File: src/rtl/bip_control_unit.sv
// Fetch/execute sequencer for the accumulator datapath: owns PC and IR and decodes
// the control word. Optional single-step mode: define BIP_CTRL_STEP_EN.
module bip_control_unit #(
  parameter int unsigned OPCODE_W = 5,
  parameter int unsigned OPER_W   = 11,
  parameter int unsigned INSTR_W  = 16
) (
  input  logic               i_clk,
  input  logic               i_rst_n,
  input  logic               i_start,
`ifdef BIP_CTRL_STEP_EN
  input  logic               i_step,
`endif
  input  logic [INSTR_W-1:0] i_instr,
  output logic [OPER_W-1:0]  o_pc,
  output logic [OPER_W-1:0]  o_signal,
  output logic [1:0]         o_selA,
  output logic               o_selB,
  output logic               o_WrAcc,
  output logic               o_OP,
  output logic               o_WrRam,
  output logic               o_RdRam,
  output logic               o_busy,
  output logic               o_halt,
  output logic               o_illegal
);

  if (INSTR_W != OPCODE_W + OPER_W) begin : g_bad_width
    $error("INSTR_W must equal OPCODE_W + OPER_W");
  end

  localparam logic [OPCODE_W-1:0] OP_HLT  = OPCODE_W'(0);
  localparam logic [OPCODE_W-1:0] OP_STO  = OPCODE_W'(1);
  localparam logic [OPCODE_W-1:0] OP_LD   = OPCODE_W'(2);
  localparam logic [OPCODE_W-1:0] OP_LDI  = OPCODE_W'(3);
  localparam logic [OPCODE_W-1:0] OP_ADD  = OPCODE_W'(4);
  localparam logic [OPCODE_W-1:0] OP_ADDI = OPCODE_W'(5);
  localparam logic [OPCODE_W-1:0] OP_SUB  = OPCODE_W'(6);
  localparam logic [OPCODE_W-1:0] OP_SUBI = OPCODE_W'(7);

  typedef enum logic [2:0] {
    S_IDLE,
    S_FETCH,
    S_EXEC,
    S_HALT
`ifdef BIP_CTRL_STEP_EN
    , S_PAUSE
`endif
  } state_t;

  state_t              state_q, state_d;
  logic [OPER_W-1:0]   pc_q;
  logic [INSTR_W-1:0]  ir_q;
  logic                illegal_q;
  logic                pc_inc, illegal_set;
  logic [OPCODE_W-1:0] opcode;
  state_t              after_exec;

`ifdef BIP_CTRL_STEP_EN
  logic step_q;
  logic step_rise;
  assign step_rise  = i_step & ~step_q;
  assign after_exec = S_PAUSE;
`else
  assign after_exec = S_FETCH;
`endif

  assign opcode = ir_q[INSTR_W-1 -: OPCODE_W];

  // State, PC, IR and sticky illegal flag
  always_ff @(posedge i_clk or negedge i_rst_n) begin
    if (!i_rst_n) begin
      state_q   <= S_IDLE;
      pc_q      <= '0;
      ir_q      <= '0;
      illegal_q <= 1'b0;
`ifdef BIP_CTRL_STEP_EN
      step_q    <= 1'b0;
`endif
    end else begin
      state_q <= state_d;
      if (state_q == S_FETCH) ir_q <= i_instr;
      if (pc_inc) pc_q <= pc_q + OPER_W'(1);
      if (illegal_set) illegal_q <= 1'b1;
`ifdef BIP_CTRL_STEP_EN
      step_q <= i_step;
`endif
    end
  end

  // Next state and control word; control word depends only on state and IR
  always_comb begin
    state_d     = state_q;
    pc_inc      = 1'b0;
    illegal_set = 1'b0;
    o_signal    = '0;
    o_selA      = 2'b00;
    o_selB      = 1'b0;
    o_OP        = 1'b0;
    o_WrAcc     = 1'b0;
    o_WrRam     = 1'b0;
    o_RdRam     = 1'b0;
    case (state_q)
      S_IDLE:  if (i_start) state_d = S_FETCH;
      S_FETCH: state_d = S_EXEC;
      S_EXEC: begin
        o_signal = ir_q[OPER_W-1:0];
        state_d  = after_exec;
        pc_inc   = 1'b1;
        case (opcode)
          OP_HLT: begin
            state_d = S_HALT;
            pc_inc  = 1'b0;
          end
          OP_STO:  o_WrRam = 1'b1;
          OP_LD: begin
            o_WrAcc = 1'b1;
            o_RdRam = 1'b1;
          end
          OP_LDI: begin
            o_selA  = 2'b01;
            o_WrAcc = 1'b1;
          end
          OP_ADD: begin
            o_selA  = 2'b10;
            o_WrAcc = 1'b1;
            o_RdRam = 1'b1;
          end
          OP_ADDI: begin
            o_selA  = 2'b10;
            o_selB  = 1'b1;
            o_WrAcc = 1'b1;
          end
          OP_SUB: begin
            o_selA  = 2'b10;
            o_OP    = 1'b1;
            o_WrAcc = 1'b1;
            o_RdRam = 1'b1;
          end
          OP_SUBI: begin
            o_selA  = 2'b10;
            o_selB  = 1'b1;
            o_OP    = 1'b1;
            o_WrAcc = 1'b1;
          end
          default: illegal_set = 1'b1;
        endcase
      end
      S_HALT: state_d = S_HALT;
`ifdef BIP_CTRL_STEP_EN
      S_PAUSE: if (step_rise) state_d = S_FETCH;
`endif
      default: state_d = S_IDLE;
    endcase
  end

  assign o_pc      = pc_q;
  assign o_busy    = (state_q == S_FETCH) || (state_q == S_EXEC);
  assign o_halt    = (state_q == S_HALT);
  assign o_illegal = illegal_q;

endmodule

File: config.mk
export PLATFORM = sky130hd
export DESIGN_NAME = bip_control_unit
export DESIGN_NICKNAME = d
export VERILOG_FILES = /design/src/rtl/bip_control_unit.sv
export SDC_FILE = /design/constraint.sdc
export NUM_CORES = 1
export LEC_CHECK = 0
export BUFFER_PORTS_ARGS = -buffer_cell sky130_fd_sc_hd__buf_4
export CORE_UTILIZATION = 33
export CTS_BUF_LIST = sky130_fd_sc_hd__clkbuf_16
export CTS_CLUSTER_SIZE = 8
export DETAILED_ROUTE_END_ITERATION = 8
export PLACE_DENSITY_LB_ADDON = 0.15
export SKIP_LAST_GASP = 1
export SYNTH_ARGS = -nofsm -noshare
export SYNTH_HDL_FRONTEND = slang
export SYNTH_SLANG_ARGS = --single-unit
File: constraint.sdc
create_clock -name i_clk -period 1.5 [get_ports i_clk]
set_clock_uncertainty 0.1 [all_clocks]
set_input_delay 0.075 -clock i_clk [delete_from_list [all_inputs] [get_ports i_clk]]
set_output_delay 0.075 -clock i_clk [all_outputs]
set_load 0.05 [all_outputs]
# Word-level counts from Yosys, hierarchy flattened
# Index checks and enable logic that the tools add are counted.
[op_classes] n_addsub=1 n_eq_ne=11 n_mux=20 n_reduce_logical=9
[op_table] operator="equality test 5 x 3 -> 1 bit (second input constant)" n=4
[op_table] operator="two-way mux 1 bit" n=14
[op_table] operator="case mux 3 bit (4 select lines)" n=1
[op_table] operator="adder 11 x 1 -> 11 bit (second input constant)" n=1
[op_table] operator="two-way mux 11 bit" n=1
[op_table] operator="equality test 5 x 2 -> 1 bit (second input constant)" n=2
[op_table] operator="OR reduction 8 bit" n=1
[op_table] operator="equality test 3 x 2 -> 1 bit (second input constant)" n=2
[op_table] operator="OR reduction 6 bit" n=1
[op_table] operator="equality test 5 x 1 -> 1 bit (second input constant)" n=1
[op_table] operator="logical NOT 5 bit" n=1
[op_table] operator="two-way mux 2 bit" n=2
[op_table] operator="case mux 2 bit (2 select lines)" n=1
[op_table] operator="OR reduction 2 bit" n=2
[op_table] operator="OR reduction 4 bit" n=1
[op_table] operator="equality test 3 x 1 -> 1 bit (second input constant)" n=1
[op_table] operator="logical NOT 3 bit" n=1
[op_table] operator="two-way mux 3 bit" n=1
[op_table] operator="OR reduction 3 bit" n=1
[op_table] operator="inequality test 2 bit (second input constant)" n=1
[op_table] operator="logical OR 1 bit" n=1
[word_totals] ff_bits=31 inputBits=19

# Longest topological paths before layout
# Gate-level depths: netlist of the first run.
[logic_depth] word_depth=4 depth_mapped=6

# Worst setup path before layout of the first run
# OpenSTA, ideal clock, no wires.
[synth_path] path_type="flip-flop to output port" from="reg state_q[0]" to="out o_RdRam" arrival_time_ns=2.026 setup_slack_ns=-0.701 stages_incl_launch_ff=6 path_cell_list="dfrtp_1 -> inv_1 -> ha_1 -> nor3b_1 -> o21a_1 -> and2b_1"
[synth_via] elab_chain_len=2
[synth_lines] item="start: declaration" line_no="51" rtl="state_t state_q, state_d;"
[synth_lines] item="start signal: assignment" line_no="81" rtl="state_q <= state_d;"
[synth_lines] item="equality test 3 x 2 -> 1 bit" line_no="103" rtl="case (state_q)"
[synth_lines] item="two-way mux 1 bit" line_no="103"
[synth_lines] item="end: declaration" line_no="22" rtl="output logic o_RdRam,"
# Every way passes these cells.

# Worst setup path after layout of the first run
# Ends and elaborated chain as after synthesis.

==> reports/results.ini, run 1 <==
[clock_tree]
cts_buffer_depth=2
clock-sinks=30
cts_tree=done
root_buffer=clkbuf_16
cts_buffers=5
clkLatencyLatePin_ps=270
clkTransAtPathRegs_ps=50
htreeDepth=2

[sta]
rsz0062_at_grt=true
clock.fmax_ghz=0.569
min_period_ps=1760
min_period_over_period=1.17
worst_slew_pin_slew_ps=567
hold_ws_ps=67.8
slew_viol_final=0
relSlewSlack=0.620
finalSetupViolCount=46
finalHoldViolCount=0
setup_ws_ps=-258

[layout]
antenna_cells=0
fill_cells=298
final_common_cell=buf_4
fin_cells=256
syn_to_final_growth_pct=87.1
fin_nets=230
postLayoutCoreUtil=0.655
final_cell_mix=buf_4, dfrtp_1, dlygate4sd3_1
multi_input_area_um2=846
regArea_um2=758
drive_gt1_frac=0.660

[route]
drt_iter0_drc=38
vias=1219
viasPerCell=4.76
drcViolationCount=0
postRouteAntennaNets=0
wl_mm=3.65
first_pass_iters=4
routedWlPerCell_um=14.3

[placement]
gp_congestion=0.689
dp_cells=222
io_buffers=50
dp_slack_ps=-101
dp_hpwl_mm=2.28

[floorplanning]
initial_utilization=0.350
core_area_mm2=0.00406
core.rowCount=23
die_width_um=67.6
die_h_um=67.6
io_pins=51
die_area_mm2=0.00457

[synth]
postSynthAreaPerCell_um2=12.4
synth_top_area_frac=0.528
syn-num-nets=140
synth_top_family_by_area=simple AND/OR/NAND/NOR gates
yosysUniqueCellTypes=26
synth.area.top_cells=dfrtp_1, mux2_2, and2_1
synth-warning-count=0
syn-cell-area_mm2=0.00142
synth-simple-area-share=0.166
netlist_instances=115
yosysSeqAreaShare=0.528
synth_mux_area_frac=0.135
yosysTopAreaCell=dfrtp_1
synth-adder-area-share=0.0528
synth_compound_area_frac=0.0414
synth_xor_area_frac=0.0616
yosys_register_bits=30

[worst_setup_path]
crit_path_cell_trace=inv_2 > ha_4 > nor3b_4 > o21a_4 > and2b_4 > buf_8
worstSetupStartpointType=register
max_stage_delay_ps=380
cp_max_fo=5
slowest_stage=dfrtp_1
worstPathArrival_ps=1580
worst_setup_path_end_kind=output pin
r2r_cells=9
required_ps=1320
crit_type=reg2out

[hold_path]
hold_depth=3
hp-class=in2reg

[global_route]
grt_pass1_vias=1233
grt_use_total=0.177
grt_overflow=0
grt_first_pass_wirelength_mm=5.72
antenna_found_initial=0
grt_max_degree=31

[power_and_ir_drop]
pwr_density_cell_mw_per_mm2=683
peakVddDrop_mv=0.520
p_leak_uw=0.00126

[run]
drv_cap=0

[status]
violations=setup timing
status=finished, violations left

==> flip-flops by register name (all words and copies together) (netlist names) <==
name       cells
ir_q          16
state_q        2
o_illegal      1
o_pc          11
==> cells by family (layout without fill, tap and decap cells) <==
| kind of cell | after synthesis | in the layout |
|---|---|---|
| compound gates | 8 | 8 |
| xor+xnor | 10 | 10 |
| fa+ha+maj | 6 | 6 |
| buf+inv | 5 | 96 |
| flops | 30 | 30 |
| mux | 17 | 17 |
| simple gates | 39 | 39 |
==> through the flow <==
| step | TNS [ps] | total power [uW] | instance area [um^2] |
|---|---|---|---|
| 4_1_cts | -6320 | 1840 | 2570 |
| 2_1_floorplan | -161 | 825 | 1510 |
| 3_5_place_dp | -479 | 876 | 2010 |
| 6_report | -5380 | 1810 | 2660 |
| 3_3_place_gp | -79.3 | 875 | 2010 |
| 5_1_grt | -8310 | 1900 | 2660 |
==> power by group <==
part / internal (uW) / total (uW) / switching (uW) / leakage (uW)
clock: 596 / 917 / 321 / 0.0000724
sequential: 811 / 811 / 0 / 0.000399
combinational: 58.6 / 86.4 / 27.8 / 0.000787
==> layout make-up <==
type / instances / share of cell area
Clock inverter: 3 / 0.00471
Multi-Input combinational cell: 80 / 0.318
Timing Repair Buffer: 86 / 0.317
Sequential cell: 30 / 0.285
Clock buffer: 5 / 0.0471
Tap cell: 50 / 0.0235
Inverter: 2 / 0.00471
==> cell usage after synthesis <==
cell      number
nor3_4         1
nand3_1        5
o21a_1         1
a21boi_2       1
mux2_2        17
and2_1        12
and3_1         4
nor4b_1        1
ha_1           6
nor3b_1        1
dfrtp_1       30
o21ai_0        1
nor2_1         4
and4_2         1
xnor2_1        8
nand4_1        3
nand2b_1       2
a211oi_2       1
and2b_1        1
nand2_1        4
xor2_1         2
a21oi_1        3
buf_2          2
inv_1          2
clkbuf_1       1
a211oi_1       1
==> repair_timing <==
item	CTS	global route
endpoints found under the hold margin	46	0
hold buffers	17	0
endpoints found under the setup margin	26	48
buffers inserted	7	3
resized for setup	51	14
gates cloned	1	1
pin swaps	10	7
==> critical path: cells and delay by family (launching register included) <==
kind	cells	cell delay (ps)
simple gates	2	410
compound gates	1	170
flops	1	380
buf+inv	2	220
fa+ha+maj	1	130
==> metal layers <==
layer,wire length (um),share of wire,up-vias,global-route usage
met5,0,0,-,0
li1,-,-,573,-
met3,147,0.040,7,0.0524
met1,1460,0.40,610,0.200
met2,2000,0.55,29,0.311
met4,52,0.014,0,0.0638
==> final timing paths <==
kind | startpoint | endpoint | slack, ps
min in group asynchronous | i_rst_n | ir_q[10]$_DFFE_PN0P_ | 170
setup / recovery | state_q[0]$_DFFE_PN0P_ | o_RdRam | -260
hold / removal | i_start | state_q[1]$_DFFE_PN0P_ | 70
max in group asynchronous | i_rst_n | o_pc[1]$_DFFE_PN0P_ | 820
hold reg to reg | o_pc[10]$_DFFE_PN0P_ | o_pc[10]$_DFFE_PN0P_ | 360
setup reg to reg | state_q[0]$_DFFE_PN0P_ | o_pc[5]$_DFFE_PN0P_ | -190
(Power assumes the default switching activity.)
==> inputs of run 2 (changes only) <==
- REMOVE_ABC_BUFFERS: unset -> 1
==> run 2 against run 1 <==
Effect of this change:
- the run still ends with setup timing left
- setup slack got worse by 33 ps
- maximum frequency is 1.9% lower
- final cell count is 1.2% higher
- clock power about the same
- count of clock-buffer cells in the layout did not move
==> reports/results.ini, run 2 (synthesized netlist as in run 1, its figures left out) <==
[route]
first_pass_iters=4
drcViolationCount=0
routedWlPerCell_um=14.5
wl_mm=3.77
viasPerCell=4.75
postRouteAntennaNets=0
drt_iter0_drc=35
vias=1229

[sta]
relSlewSlack=0.647
min_period_over_period=1.19
clock.fmax_ghz=0.558
slew_viol_final=0
setup_ws_ps=-292
finalSetupViolCount=33
finalHoldViolCount=0
min_period_ps=1790
rsz0062_at_grt=true
hold_ws_ps=87.3
worst_slew_pin_slew_ps=528

[power_and_ir_drop]
power_frac_seq=0.447
peakVddDrop_mv=0.721
p_leak_uw=0.00129
switching_share=0.192
p_comb_frac=0.049
power.internal_uw=1470
p_switching_uw=348
pwr_density_cell_mw_per_mm2=702
power_uw=1810
clkPwrFrac=0.504

[run]
drv_cap=0

[worst_setup_path]
cp_max_fo=3
worst_setup_path_end_kind=output pin
critPathLaunch=state_q[0]$_DFFE_PN0P_
r2r_cells=3
worstSetupStartpointType=register
required_ps=1320
rrSetupSlack_ps=-80
r2r-start=ir_q[15]$_DFFE_PN0P_
cp-endpoint=o_RdRam
crit_type=reg2out
reg2reg_to=o_pc[1]$_DFFE_PN0P_
worstPathArrival_ps=1620

[status]
violations=setup timing
status=finished, violations left

[global_route]
grt_overflow=0
grt_pass1_vias=1194
grt_max_degree=31
grt_first_pass_wirelength_mm=5.51
grt_use_total=0.170
antenna_found_initial=0

[layout]
antenna_cells=0
final_cell_mix=buf_4, dfrtp_1, dlygate4sd3_1, buf_6, mux2_2
final_common_cell=buf_4
fill_cells=310
largest_reg_flops=16
regMostFlops=ir_q
syn_to_final_growth_pct=82.0
fin_nets=233
drive_gt1_frac=0.565

[clock_tree]
cts_buffers=5
clkLatencyLatePin_ps=270
cts_tree=done
htreeDepth=2
clock-sinks=30
clkTransAtPathRegs_ps=40
root_buffer=clkbuf_16
cts_buffer_depth=2

[floorplanning]
io_pins=51
die_width_um=67.6
core_area_mm2=0.00406
die_area_mm2=0.00457
core.rowCount=23
initial_utilization=0.350
die_h_um=67.6

[placement]
dp_hpwl_mm=2.24
gp_congestion=0.798
io_buffers=50

[hold_path]
hp-class=in2reg

==> run 2: cell types whose count changed in the layout (fill, tap and decap cells not counted), moves of 4 or more <==
cell     change
and2_1       +5
and2_2       -4
buf_6        +6
buf_8        -7
dfrtp_1      +6
dfrtp_2      -6
==> run 2: timing repair <==
| item | 4_1_cts | 5_1_grt |
|---|---|---|
| setup endpoints to repair | 27 | 49 |
| buffers inserted | 6 | 5 |
| gates resized for setup | 33 | 22 |
| hold endpoints to repair | 46 | 0 |
| pin swaps | 7 | 7 |
| cloned | 0 | 2 |
| hold buffers | 17 | 0 |
==> run 2: layout make-up <==
class | instances | area, um^2 | area share
multi-input cells | 80 | 773 | 0.299
well taps | 50 | 62.6 | 0.0242
flip-flops and latches | 30 | 751 | 0.290
inverters | 2 | 10.0 | 0.00387
clock inverters | 3 | 12.5 | 0.00484
repair buffers | 89 | 852 | 0.329
clock buffers | 5 | 125 | 0.0484
==> run 2: critical path, stage by stage, from the launching register on <==
cell     delay, ps
dfrtp_1        390
inv_2           80
ha_4           130
nor3b_2        140
buf_4          140
o21a_1         140
and2b_1        170
buf_6          170
==> run 2: how the worst min path moves through the flow <==
stage / startpoint / to / slack, ps / cells past startpoint
final: i_start / state_q[0]$_DFFE_PN0P_ / 90 / 3
after global routing: i_start / state_q[0]$_DFFE_PN0P_ / 110 / 3
after CTS: i_start / state_q[1]$_DFFE_PN0P_ / 60 / 3
after detailed placement: i_rst_n / ir_q[1]$_DFFE_PN0P_ / -70 / 1
after global placement: i_rst_n / ir_q[1]$_DFFE_PN0P_ / -80 / 1
after floorplan: i_rst_n / ir_q[0]$_DFFE_PN0P_ / -320 / 0
==> run 2: power by group through the flow <==
stage	sequential (uW)	clock (uW)	combinational, uW
6_report	811	915	88.4
5_1_grt	810	989	96.4
4_1_cts	811	937	88.4
3_5_place_dp	824	0	52.9
3_3_place_gp	824	0	52.1
2_1_floorplan	824	0	0.736
==> run 2: per-layer routing <==
metal	routed length [um]	global-route usage	vias up	share of wire
li1	-	-	583	-
met1	1510	0.195	602	0.40
met2	2030	0.280	40	0.54
met3	177	0.0608	4	0.047
met4	46	0.0798	0	0.012
met5	0	0	-	0
==> run 2: through the flow <==
stage	setup TNS, ps	util	cells	instance area (um^2)	worst slack [ps]
floorplan	-5600	-	112	1410	-806
global placement	-423	0.484	226	1960	-70.8
detailed placement	-1070	0.484	226	1960	-147
CTS	-2520	0.603	255	2450	-258
global route	-5600	0.637	259	2590	-386
finish	-3270	0.637	259	2590	-292
==> inputs of run 3 (changes only) <==
- PLACE_DENSITY_LB_ADDON: 0.15 -> unset
==> run 3 against run 2 <==
Effect of this change:
- the flow still finishes with violations (setup timing)
- sequential cell count stayed put
- setup slack better by 0.95 ps
- first-iteration DRC count is 37% lower
- non-clock buffer count is 8 higher
- sequential share of layout area is 1.4 points lower
- combinational power hardly changed
- die area stayed put
- count of clock-buffer cells in the layout stayed put
- maximum frequency hardly changed
- final cell count is 3.1% higher
==> reports/results.ini, run 3 (synthesized netlist as in run 1, its figures left out) <==
[layout]
fin_area_mm2=0.00271
fill_cells=297
fin_cells=267
postLayoutCoreUtil=0.669
antenna_cells=0
fin_nets=241
final_common_cell=buf_4
regMostFlops=ir_q
regArea_um2=751
multi_input_area_um2=808
largest_reg_flops=16
final_cell_mix=buf_4, dfrtp_1, buf_6
syn_to_final_growth_pct=90.9
drive_gt1_frac=0.581

[placement]
dp_cells=229
dp_hpwl_mm=2.34
gp_congestion=0.759
io_buffers=50
placed_area_mm2=0.00199

[worst_setup_path]
r2r-start=state_q[0]$_DFFE_PN0P_
crit_type=reg2out
worst_path_most_repeated_cell=buf_4
required_ps=1320
slowest_stage=dfrtp_1
cp_max_fo=4
max_stage_delay_ps=370
worstSetupStartpointType=register
r2r_cells=8
reg2reg_to=o_pc[6]$_DFFE_PN0P_
rrSetupSlack_ps=-140
crit_path_cell_trace=inv_2 > ha_4 > nor3b_2 > buf_4 > buf_4 > and3_1 > buf_6
worstPathArrival_ps=1620
worst_setup_path_end_kind=output pin

[route]
viasPerCell=4.62
first_pass_iters=3
routedWlPerCell_um=14.8
drt_iter0_drc=22
vias=1233
drcViolationCount=0
wl_mm=3.96
postRouteAntennaNets=0

[sta]
setup_ws_ps=-291
setup_tns_ps=-5800
finalHoldViolCount=0
clock.fmax_ghz=0.558
finalSetupViolCount=47
min_period_over_period=1.19
slew_viol_final=0
min_period_ps=1790
rsz0062_at_grt=true
worst_slew_pin_slew_ps=432
relSlewSlack=0.711

[run]
drv_cap=0

[global_route]
use_met1=0.212
antenna_found_initial=0
grt_overflow=0
grt_use_total=0.186
grt_first_pass_wirelength_mm=5.93
grt.busiest_layer=met2
grt_max_degree=31
met3_usage=0.0490
grtUsageMet2=0.313
grt_pass1_vias=1303

[hold_path]
hp-start=i_start
hp-class=in2reg
hold_depth=3
holdPathEnd=state_q[0]$_DFFE_PN0P_

[floorplanning]
die_width_um=67.6
die_area_mm2=0.00457
die_h_um=67.6
core.rowCount=23
io_pins=51
initial_utilization=0.350
core_area_mm2=0.00406

[power_and_ir_drop]
p_leak_uw=0.00133
peakVddDrop_mv=0.549
pwr_density_cell_mw_per_mm2=743
power_uw=2020

[status]
status=finished, violations left
violations=setup timing

[clock_tree]
clkTransAtPathRegs_ps=50
htreeDepth=2
cts_tree=done
clock-sinks=30
clkLatencyLatePin_ps=270
cts_buffers=5
cts_buffer_depth=2
root_buffer=clkbuf_16

[run 3: changes by cell type in the layout (fill, tap and decap cells not counted), sizes merged]
| cell | change |
|---|---|
| buf | +9 |
| bufinv | +1 |
| clkbuf | -1 |
| inv | -1 |
[run 3: what timing repair did]
action | 4_1_cts | 5_1_grt
setup buffers | 8 | 5
pin swaps | 7 | 5
gates resized for setup | 40 | 27
gates cloned | 2 | 1
endpoints found under the setup margin | 45 | 49
hold buffers | 17 | 0
endpoints found under the hold margin | 46 | 0
[run 3: worst max-delay path, delay by kind of cell (launching register included)]
kind | cells | cell delay (ps)
buf+inv | 4 | 490
flops | 1 | 370
simple gates | 2 | 320
fa+ha+maj | 1 | 160
[run 3: metrics by stage]
step | hold WS, ps | setup WS, ps
floorplan | -321 | -806
global placement | -78.9 | -171
detailed placement | -75.0 | -209
CTS | 50.2 | -243
global route | 80.9 | -400
finish | 61.1 | -291
[run 3: layout make-up]
type / count / area share
clock buffer: 5 / 0.0461
multi-input combinational: 80 / 0.298
sequential: 30 / 0.277
clock inverter: 3 / 0.0148
timing repair buffer: 97 / 0.338
inverter: 2 / 0.00369
tap: 50 / 0.0231
[run 3: how the worst max path moves through the flow]
stage / start / endpoint / slack (ps) / cells after the start
6_report: state_q[0]$_DFFE_PN0P_ / o_selB / -290 / 7
5_1_grt: state_q[0]$_DFFE_PN0P_ / o_RdRam / -400 / 7
4_1_cts: state_q[0]$_DFFE_PN0P_ / o_RdRam / -240 / 7
3_5_place_dp: state_q[0]$_DFFE_PN0P_ / o_pc[5]$_DFFE_PN0P_ / -210 / 7
3_3_place_gp: state_q[0]$_DFFE_PN0P_ / o_pc[5]$_DFFE_PN0P_ / -170 / 7
2_1_floorplan: state_q[0]$_DFFE_PN0P_ / o_RdRam / -810 / 5
[run 3: power by group]
part	internal [uW]	switching, uW	total [uW]
Clock	775	343	1120
Combinational	59.0	29.3	88.3
Sequential	811	0	811
[run 3: routing by layer]
layer,share of wire,up-vias
li1,-,596
met1,0.43,586
met2,0.50,44
met3,0.049,7
met4,0.022,0
met5,0,-
